==> src/rtl/lfsr_gen_if.sv <==
//------------------------------------------------------------------------------
// lfsr_gen_if
// Bundles the control and pattern signals between the test controller
// (master) and the LFSR pattern generator (slave).
//   load, seed_in      : seed load request and value
//   en                 : single-step request
//   start, burst_len   : burst request and number of steps
//   state, bit_out     : current LFSR register and its LSB
//   busy, done         : burst in progress / burst completion pulse
//   wrap, period       : return-to-seed pulse and measured cycle length
//   lockup             : all-zero lock-up indication
//------------------------------------------------------------------------------
`timescale 1ns/1ps
interface lfsr_gen_if #(
   parameter int unsigned WIDTH = 4
);
   logic              load;
   logic [WIDTH-1:0]  seed_in;
   logic              en;
   logic              start;
   logic [15:0]       burst_len;
   logic [WIDTH-1:0]  state;
   logic              bit_out;
   logic              busy;
   logic              done;
   logic              wrap;
   logic [WIDTH-1:0]  period;
   logic              lockup;

   modport master (
      output load, seed_in, en, start, burst_len,
      input  state, bit_out, busy, done, wrap, period, lockup
   );

   modport slave (
      input  load, seed_in, en, start, burst_len,
      output state, bit_out, busy, done, wrap, period, lockup
   );
endinterface

==> src/rtl/lfsr_gen.sv <==
//------------------------------------------------------------------------------
// lfsr_gen
// Parametrised Fibonacci LFSR for memory-test / BIST pattern generation.
// Supports runtime seed load, single steps, bursts with a start/done
// handshake, wrap detection with period measurement and lock-up handling.
//
// Ports:
//   clk  : clock, rising edge
//   rst  : synchronous active-high reset
//   bus  : lfsr_gen_if.slave (load/seed_in/en/start/burst_len in,
//          state/bit_out/busy/done/wrap/period/lockup out)
//
// Optional feature macro: LFSR_LOCKUP_RECOVER_EN
//   defined   : a zero seed is replaced by SEED_DEFAULT and lockup pulses
//   undefined : zero is loaded as given; lockup is high while state is 0
//------------------------------------------------------------------------------
`timescale 1ns/1ps
module lfsr_gen #(
   parameter int unsigned      WIDTH        = 4,
   parameter logic [WIDTH-1:0] TAPS         = WIDTH'(4'b0011),
   parameter logic [WIDTH-1:0] SEED_DEFAULT = WIDTH'(1'b1)
) (
   input  logic        clk,
   input  logic        rst,
   lfsr_gen_if.slave   bus
);

   localparam logic [0:0]       IDLE  = 1'b0;
   localparam logic [0:0]       BURST = 1'b1;
   localparam logic [WIDTH-1:0] ZERO  = '0;
   localparam logic [WIDTH-1:0] ONE   = WIDTH'(1'b1);

   // Feedback bit: parity of the tapped state bits.
   function automatic logic feedback(input logic [WIDTH-1:0] s);
      return ^(s & TAPS);
   endfunction

   // One Fibonacci shift: feedback enters at the MSB, LSB drops out.
   function automatic logic [WIDTH-1:0] lfsr_step(input logic [WIDTH-1:0] s);
      return {feedback(s), s[WIDTH-1:1]};
   endfunction

   logic [WIDTH-1:0] state_r, state_nxt_s;
   logic [WIDTH-1:0] ref_r, ref_nxt_s;
   logic [WIDTH-1:0] cnt_r, cnt_nxt_s;
   logic [WIDTH-1:0] period_r, period_nxt_s;
   logic [0:0]       fsm_r, fsm_nxt_s;
   logic [15:0]      rem_r, rem_nxt_s;
   logic             busy_r;
   logic             done_r, done_nxt_s;
   logic             wrap_r, wrap_nxt_s;
   logic             lockup_r, lockup_nxt_s;
   logic             do_step_s;
   logic [WIDTH-1:0] stepped_s;
   logic [WIDTH-1:0] load_val_s;
   logic             zero_seed_s;

   // Next-state logic: load beats burst stepping, which beats start, then en.
   always_comb begin
      state_nxt_s  = state_r;
      ref_nxt_s    = ref_r;
      cnt_nxt_s    = cnt_r;
      period_nxt_s = period_r;
      fsm_nxt_s    = fsm_r;
      rem_nxt_s    = rem_r;
      done_nxt_s   = 1'b0;
      wrap_nxt_s   = 1'b0;
      do_step_s    = 1'b0;
      stepped_s    = lfsr_step(state_r);
      zero_seed_s  = (bus.seed_in == ZERO);
`ifdef LFSR_LOCKUP_RECOVER_EN
      if (zero_seed_s) begin
         load_val_s = SEED_DEFAULT;
      end else begin
         load_val_s = bus.seed_in;
      end
`else
      load_val_s = bus.seed_in;
`endif

      if (bus.load) begin
         // Load aborts any burst silently and restarts period measurement.
         state_nxt_s = load_val_s;
         ref_nxt_s   = load_val_s;
         cnt_nxt_s   = ZERO;
         fsm_nxt_s   = IDLE;
         rem_nxt_s   = 16'd0;
      end else begin
         case (fsm_r)
            IDLE: begin
               if (bus.start) begin
                  if (bus.burst_len != 16'd0) begin
                     fsm_nxt_s = BURST;
                     rem_nxt_s = bus.burst_len;
                  end else begin
                     done_nxt_s = 1'b1;
                  end
               end else if (bus.en) begin
                  do_step_s = 1'b1;
               end else begin
                  do_step_s = 1'b0;
               end
            end
            BURST: begin
               do_step_s = 1'b1;
               rem_nxt_s = rem_r - 16'd1;
               if (rem_r == 16'd1) begin
                  fsm_nxt_s  = IDLE;
                  done_nxt_s = 1'b1;
               end else begin
                  fsm_nxt_s  = BURST;
               end
            end
            default: begin
               fsm_nxt_s = IDLE;
               rem_nxt_s = 16'd0;
            end
         endcase

         if (do_step_s) begin
            state_nxt_s = stepped_s;
            // Wrap is judged on the value being stepped into, so the pulse
            // lines up with the state update that returns to the seed.
            if (stepped_s == ref_r) begin
               wrap_nxt_s   = 1'b1;
               period_nxt_s = cnt_r + ONE;
               cnt_nxt_s    = ZERO;
            end else begin
               cnt_nxt_s    = cnt_r + ONE;
            end
         end else begin
            state_nxt_s = state_r;
         end
      end

`ifdef LFSR_LOCKUP_RECOVER_EN
      lockup_nxt_s = bus.load & zero_seed_s;
`else
      lockup_nxt_s = (state_nxt_s == ZERO);
`endif
   end

   // State and output registers with synchronous reset.
   always_ff @(posedge clk) begin
      if (rst) begin
         state_r  <= SEED_DEFAULT;
         ref_r    <= SEED_DEFAULT;
         cnt_r    <= ZERO;
         period_r <= ZERO;
         fsm_r    <= IDLE;
         rem_r    <= 16'd0;
         busy_r   <= 1'b0;
         done_r   <= 1'b0;
         wrap_r   <= 1'b0;
         lockup_r <= 1'b0;
      end else begin
         state_r  <= state_nxt_s;
         ref_r    <= ref_nxt_s;
         cnt_r    <= cnt_nxt_s;
         period_r <= period_nxt_s;
         fsm_r    <= fsm_nxt_s;
         rem_r    <= rem_nxt_s;
         busy_r   <= (fsm_nxt_s == BURST);
         done_r   <= done_nxt_s;
         wrap_r   <= wrap_nxt_s;
         lockup_r <= lockup_nxt_s;
      end
   end

   assign bus.state   = state_r;
   assign bus.bit_out = state_r[0];
   assign bus.busy    = busy_r;
   assign bus.done    = done_r;
   assign bus.wrap    = wrap_r;
   assign bus.period  = period_r;
   assign bus.lockup  = lockup_r;

endmodule

==> src/flat_wrapper.sv <==
// flat-port wrapper written by rule: the top's interface ports become plain ports
module lfsr_gen_flat 
#(
   parameter int unsigned      WIDTH        = 4,
   parameter logic [WIDTH-1:0] TAPS         = WIDTH'(4'b0011),
   parameter logic [WIDTH-1:0] SEED_DEFAULT = WIDTH'(1'b1)
)
  (clk, rst, bus_load, bus_seed_in, bus_en, bus_start, bus_burst_len, bus_state, bus_bit_out, bus_busy, bus_done, bus_wrap, bus_period, bus_lockup);
  lfsr_gen_if #(.WIDTH(WIDTH)) bus_i ();
  input  logic clk;
  input  logic rst;
  input wire logic [$bits(bus_i.load)-1:0] bus_load;
  input wire logic [$bits(bus_i.seed_in)-1:0] bus_seed_in;
  input wire logic [$bits(bus_i.en)-1:0] bus_en;
  input wire logic [$bits(bus_i.start)-1:0] bus_start;
  input wire logic [$bits(bus_i.burst_len)-1:0] bus_burst_len;
  output wire logic [$bits(bus_i.state)-1:0] bus_state;
  output wire logic [$bits(bus_i.bit_out)-1:0] bus_bit_out;
  output wire logic [$bits(bus_i.busy)-1:0] bus_busy;
  output wire logic [$bits(bus_i.done)-1:0] bus_done;
  output wire logic [$bits(bus_i.wrap)-1:0] bus_wrap;
  output wire logic [$bits(bus_i.period)-1:0] bus_period;
  output wire logic [$bits(bus_i.lockup)-1:0] bus_lockup;
  assign bus_i.load = bus_load;
  assign bus_i.seed_in = bus_seed_in;
  assign bus_i.en = bus_en;
  assign bus_i.start = bus_start;
  assign bus_i.burst_len = bus_burst_len;
  assign bus_state = bus_i.state;
  assign bus_bit_out = bus_i.bit_out;
  assign bus_busy = bus_i.busy;
  assign bus_done = bus_i.done;
  assign bus_wrap = bus_i.wrap;
  assign bus_period = bus_i.period;
  assign bus_lockup = bus_i.lockup;
  lfsr_gen #(.WIDTH(WIDTH), .TAPS(TAPS), .SEED_DEFAULT(SEED_DEFAULT)) u_core (.clk(clk), .rst(rst), .bus(bus_i));
endmodule
==> config.mk <==
export PLATFORM = sky130hd
export DESIGN_NAME = lfsr_gen_flat
export DESIGN_NICKNAME = d
export VERILOG_FILES = /design/src/rtl/lfsr_gen_if.sv /design/src/rtl/lfsr_gen.sv /design/src/flat_wrapper.sv
export SDC_FILE = /design/constraint.sdc
export NUM_CORES = 1
export LEC_CHECK = 0
export ABC_AREA = 1
export CORE_MARGIN = 2
export CORE_UTILIZATION = 44
export CTS_BUF_LIST = sky130_fd_sc_hd__clkbuf_4 sky130_fd_sc_hd__clkbuf_8 sky130_fd_sc_hd__clkbuf_16
export CTS_CLUSTER_SIZE = 25
export DETAILED_ROUTE_END_ITERATION = 7
export PLACE_DENSITY = 0.69
export SETUP_SLACK_MARGIN = 0.15
export SYNTH_ARGS = -nofsm -noshare
export SYNTH_HDL_FRONTEND = slang
export SYNTH_SLANG_ARGS = --single-unit
==> constraint.sdc <==
create_clock -name clk -period 1.2 [get_ports clk]
set_input_delay 0.12 -clock clk [delete_from_list [all_inputs] [get_ports clk]]
set_output_delay 0.12 -clock clk [all_outputs]
set_load 0.02 [all_outputs]
==> reports/results.ini, run 1 <==
[yosys]
synth-simple-area-share_pct=43.9
ys_seq_area_share_pct=32.4
synth_edf_count=0
synth_xor_area_share_pct=2.76
synth_most_common_cell=nand2_1
syn-num-nets=372
yosysTopAreaCellShare_pct=32.4
synth_compound_area_share_pct=8.16
synth_ff_type=dfxtp_1
synth_top_family_by_area=simple AND/OR/NAND/NOR gates
synth_top_area_cell=dfxtp_1
async_reset_ff_share_pct=0
synth_area_leaders=dfxtp_1 (32%), nand2_1 (17%), nor2_1 (8.8%)
synthAdderAreaFrac_pct=1.69
synth_seq_cells=36
synth.distinct_cells=38
avgSynthCellArea_um2=6.46
syn_area_um2=2220
synth_cells=344
yosysWarnings=0
muxShareOfSynthArea_pct=0
synthTopCellsByCount=nand2_1 (99), nor2_1 (52), dfxtp_1 (36)

[floorplan]
start_util_pct=46.4
io_pins=38
core_um2=4790
rows=25
die_height_um=75.1
fp.dieW_um=75.1
fp.dieArea_um2=5630

[clock_network]
cts_tree=yes
clock_latency_ns=0.29
h-tree-depth=2
cts_sinks=36
cts.hold.buffers_added=0
path_clk_slew_ns=0.07
clockRootBuffer=clkbuf_8
cts_buffers=5
ctsLongestPathBuffers=2

[detailed_routing]
ant_nets=0
drt_pre_antenna_iters=4
drc_errors=0
wl_per_cell_um=14.1
drt-total-wl_um=7270
route.vias.total=2630
drtIter0Drc=188
via_per_inst=5.09

[sta]
worst_slack_ns=-0.251
hold_violations=0
maxSlewViolCount=0
tightest_slew_ns=0.260
slew_headroom_pct=82.6
finalSetupTns_ns=-1.27
fin_worst_skew_ns=0.00881
rsz0062_at_grt=yes
post-route-period-util_pct=121
holdWs_ns=0.210
clock.fmax_mhz=689
post-route-min-period_ns=1.45
setup_viol=14

[cells_and_area]
area_delta_synth_final_pct=64.1
n_antenna_cell=0
post-route-util_pct=76.2
instances_no_fill=517
nets=477
fin_area_um2=3650
drive_gt1_share_pct=44.4
nFillCells=344

[setup_path]
path_cells=inv_4 > ha_4 > nand2_1 > nor2_1 > nand4_1 > xor2_1 > nand2_1 > nand2_1 > nor2_1
reg2reg_depth=9
crit_slowest_cell=dfxtp_4
path_max_fanout=5
cp-start-kind=flop
critPathTopFamily=simple AND/OR/NAND/NOR gates
crit_arrival_ns=1.64
cp-end-kind=flop
crit_top_cell=nand2_1
crit_cells=9
path_class=flop to flop
required_ns=1.39
path_buf_inv=1
slowest_delay_ns=0.37

[outcome]
failed_checks=setup timing
status=finished with violations

[global_routing]
overflow=0
antenna_found_initial=0
grt.met2_usage_pct=46.6
met1_usage_pct=28.0
grt_util_met3_pct=5.49
grt_util_all_layers_pct=25.8
grt.busiest_layer=met2
grt_max_degree=18
grt_pass1_vias=2509
grt_first_pass_wirelength_um=10900

[placed_design]
dp_cells=488
post-place-ws_ns=-0.402
io_buffer_count=37
placedInstanceArea_um2=3030
hpwl_um=4500
finalWeightedCongestion=0.917

[pwr]
leakagePower_nw=1.79
power_density_nw_per_um2=915
ir_drop_v=0.000749
power_mw=3.34

[min_path]
hp-class=primary input to flop
hold_path_depth=3

[job]
max-cap-violations=0

## state kept, by name, summed over array words and instances (netlist names)
signal and count:
u_core.cnt_r 4, u_core.bus.wrap 1, u_core.bus.state 4, u_core.rem_r 16, u_core.ref_r 4, u_core.bus.lockup 1
u_core.fsm_r 1, u_core.bus.period 4, u_core.bus.done 1
## metal layers
metal	share of wire (%)	vias up
met2	53	81
met1	37	1218
met3	4.7	32
li1	-	1299
met5	0	-
met4	5.0	0
## final cells by class
cell class	count	area [um^2]	area share [%]
Clock buffer	7	83.8	2.30
Tap cell	67	83.8	2.30
Clock inverter	1	5.00	0.137
Inverter	38	163	4.46
Timing Repair Buffer	109	957	26.2
Sequential cell	36	764	21.0
Multi-Input combinational cell	259	1590	43.6
## final timing paths
path	from	endpoint	slack, ns
min	bus_burst_len[10]	u_core.rem_r[10]	0.21
min reg2reg	u_core.ref_r[0]	u_core.ref_r[0]	0.48
max	u_core.rem_r[1]	u_core.rem_r[8]	-0.25
max reg2reg	u_core.rem_r[1]	u_core.rem_r[8]	-0.25
## cells by family (layout without fill, tap and decap cells)
logic type               Yosys count  count (layout)
buffers and inverters             49             155
adder cells (fa/ha/maj)            3               3
AO/OA/AOI/OAI                     32              32
AND/OR/NAND/NOR                  217             217
flip-flops                        36              36
XOR/XNOR                           7               7
## layout by cell type, fill, tap and decap left out, drive strengths merged, types with 11 or more instances in the layout
| master | n |
|---|---|
| buf | 78 |
| inv | 36 |
| o21ai | 11 |
| dlygate4sd2 | 17 |
| nand3 | 38 |
| nand2 | 105 |
| nor2 | 59 |
| a21oi | 17 |
| dfxtp | 36 |
| clkbuf | 11 |
## worst min-delay path, stage by stage
cell and delay [ns]:
dlygate4sd2_1 0.21, nor2_1 0.05, nor2_1 0.09
## report_power, final
group	switching [mW]	total (mW)	internal [mW]
Clock	0.439	0.892	0.453
Sequential	0.0651	1.31	1.24
Combinational	0.604	1.14	0.534
## timing repair
item / 4_1_cts / 5_1_grt
pin swaps: 56 / 30
setup endpoints to repair: 44 / 43
resized for setup: 134 / 50
buffers inserted: 14 / 6
gates cloned: 0 / 1
Power figures use the tool's default switching activity.
==> run 2, diff against run 1 <==
==> constraint.sdc (replaced) <==
create_clock -name clk -period 1.2 [get_ports clk]
set_input_delay 0.24 -clock clk [delete_from_list [all_inputs] [get_ports clk]]
set_output_delay 0.24 -clock clk [all_outputs]
set_load 0.02 [all_outputs]
==> reports/results.ini, run 2 (synthesis results as in run 1) <==
[clock_network]
cts_tree=yes
cts.hold.buffers_added=0  ; unchanged
cts_buffers=5  ; unchanged
clock_latency_ns=0.29  ; about the same
clockRootBuffer=clkbuf_8
path_clk_slew_ns=0.08  ; about the same
h-tree-depth=2  ; unchanged
ctsLongestPathBuffers=2  ; unchanged
cts_sinks=36  ; unchanged

[global_routing]
grt_pass1_vias=2378  ; -5.2%
overflow=0  ; unchanged
antenna_found_initial=0  ; unchanged
grt_first_pass_wirelength_um=10100  ; -7.1%
grt_max_degree=21  ; +3
grt_util_all_layers_pct=23.3  ; -2.6 points

[cells_and_area]
mostFrequentLayoutCell=nand2_1
fin_area_um2=3600  ; -1.2%
drive_gt1_share_pct=47.8  ; +3.3 points
nFillCells=357  ; +3.8%
nets=475  ; -0.42%
instances_no_fill=515  ; -0.39%
layout_common_cells=nand2_1 (78), buf_4 (56), nand3_1 (32), nor2_1 (31), inv_1 (26)
largest_reg_flops=16  ; unchanged
area_delta_synth_final_pct=62.2
regMostFlops=u_core.rem_r
n_antenna_cell=0  ; unchanged

[min_path]
hp-class=primary input to flop
hold_start=bus_burst_len[8]

[floorplan]
rows=25  ; unchanged
start_util_pct=46.4  ; unchanged
fp.dieArea_um2=5630  ; unchanged
die_height_um=75.1  ; unchanged
core_um2=4790  ; unchanged
io_pins=38  ; unchanged
fp.dieW_um=75.1  ; unchanged

[setup_path]
crit_slowest_cell=dfxtp_4
cp-end-kind=flop
crit_top_cell=nand2_1
slowest_delay_ns=0.37  ; about the same
cp-start-kind=flop
path_buf_inv=1  ; unchanged
rr_startpoint=u_core.rem_r[2]
crit_arrival_ns=1.58  ; -0.06 ns
critPathLaunch=u_core.rem_r[2]
critPathTopFamily=simple AND/OR/NAND/NOR gates
required_ns=1.40  ; about the same
path_max_fanout=7  ; +2
path_cells=nor2_4 > nand2_4 > nor2_4 > nand2_1 > nand2_1 > nand2_1 > nand2_2 > nand3_1 > nand2_1 > inv_1
path_class=flop to flop

[placed_design]
placedInstanceArea_um2=3040  ; +0.62%
dp_cells=488  ; unchanged
finalWeightedCongestion=0.881  ; -4.0%
post-place-ws_ns=-0.496  ; -0.0943 ns
hpwl_um=4530  ; +0.57%
io_buffer_count=37  ; unchanged

[sta]
tightest_slew_ns=0.267  ; +0.00710 ns
holdWs_ns=0.193  ; -0.0166 ns
slew_headroom_pct=82.2  ; -0.43 points
fin_worst_skew_ns=0.00966  ; +0.000844 ns
maxSlewViolCount=0  ; unchanged
post-route-period-util_pct=115  ; -5.8 points
setup_viol=17  ; +3
clock.fmax_mhz=724  ; +5.0%
hold_violations=0  ; unchanged
worst_slack_ns=-0.182  ; +0.0697 ns
post-route-min-period_ns=1.38  ; -0.0697 ns
rsz0062_at_grt=yes

[detailed_routing]
route.vias.total=2625  ; -0.19%
wl_per_cell_um=13.7  ; -2.9%
drt_pre_antenna_iters=4  ; unchanged
drtIter0Drc=171  ; -9.0%
via_per_inst=5.10  ; +0.20%
drc_errors=0  ; unchanged
drt-total-wl_um=7030  ; -3.2%
ant_nets=0  ; unchanged

[outcome]
status=finished with violations
failed_checks=setup timing

[pwr]
ir_drop_v=0.000644  ; -14%
leakagePower_nw=1.76  ; -1.5%
power_mw=3.33  ; -0.27%
power_density_nw_per_um2=924  ; +0.94%

[job]
max-cap-violations=0  ; unchanged

[run 2: cell count changes in the layout (fill, tap and decap cells not counted), moves of 3 or more]
cell	delta
nor2_2	+5
dlygate4sd2_1	-13
buf_6	+3
clkbuf_2	+10
nor2_1	-3
[run 2: timing repair]
item | in CTS | in global routing
hold endpoints to repair | 0 | 0
gates resized for setup | 151 | 84
gates cloned | 0 | 1
setup buffers | 5 | 13
pin swaps | 38 | 34
endpoints found under the setup margin | 47 | 42
[run 2: routing by layer]
| metal | share of wire, % | vias up | wire [um] | GRT usage, % |
|---|---|---|---|---|
| met1 | 39 | 1228 | 2740 | 27.6 |
| met3 | 4.3 | 17 | 300 | 4.28 |
| met2 | 54 | 74 | 3830 | 42.3 |
| li1 | - | 1306 | - | - |
| met5 | 0 | - | 0 | 0 |
| met4 | 2.3 | 0 | 161 | 7.14 |
[run 2: final cells by class]
class                      count  area [um^2]  area share [%]
tap                           67         83.8            2.33
inverter                      38          165            4.58
sequential                    36          759            21.1
multi-input combinational    259         1590            44.1
timing repair buffer         107          916            25.4
clock inverter                 3         21.3           0.590
clock buffer                   5         68.8            1.91
[run 2: metrics by stage]
stage / utilization (%) / setup TNS, ns
6_report: 75.3 / -1.21
5_1_grt: 75.3 / -2.92
3_3_place_gp: 63.6 / -12.06
3_5_place_dp: 63.6 / -12.96
2_1_floorplan: - / 0
4_1_cts: 69.4 / -0.556
[run 2: final timing paths]
path                       to  slack, ns  cells after the start
min reg2reg   u_core.ref_r[2]       0.48                      2
max          u_core.rem_r[15]      -0.18                     10
min           u_core.rem_r[8]       0.19                      3
max reg2reg  u_core.rem_r[15]      -0.18                     10
[run 2: power by group]
part | total (mW) | switching, mW | internal, mW
Sequential | 1.31 | 0.0710 | 1.24
Clock | 0.896 | 0.483 | 0.412
Combinational | 1.12 | 0.587 | 0.531
[run 2: worst reg2reg max path: stages, from the launching register on]
cell     delay [ns]
dfxtp_4        0.37
nor2_4         0.14
nand2_4        0.09
nor2_4         0.23
nand2_1        0.09
nand2_1        0.06
nand2_1        0.07
nand2_2        0.07
nand3_1        0.08
nand2_1        0.07
inv_1          0.04
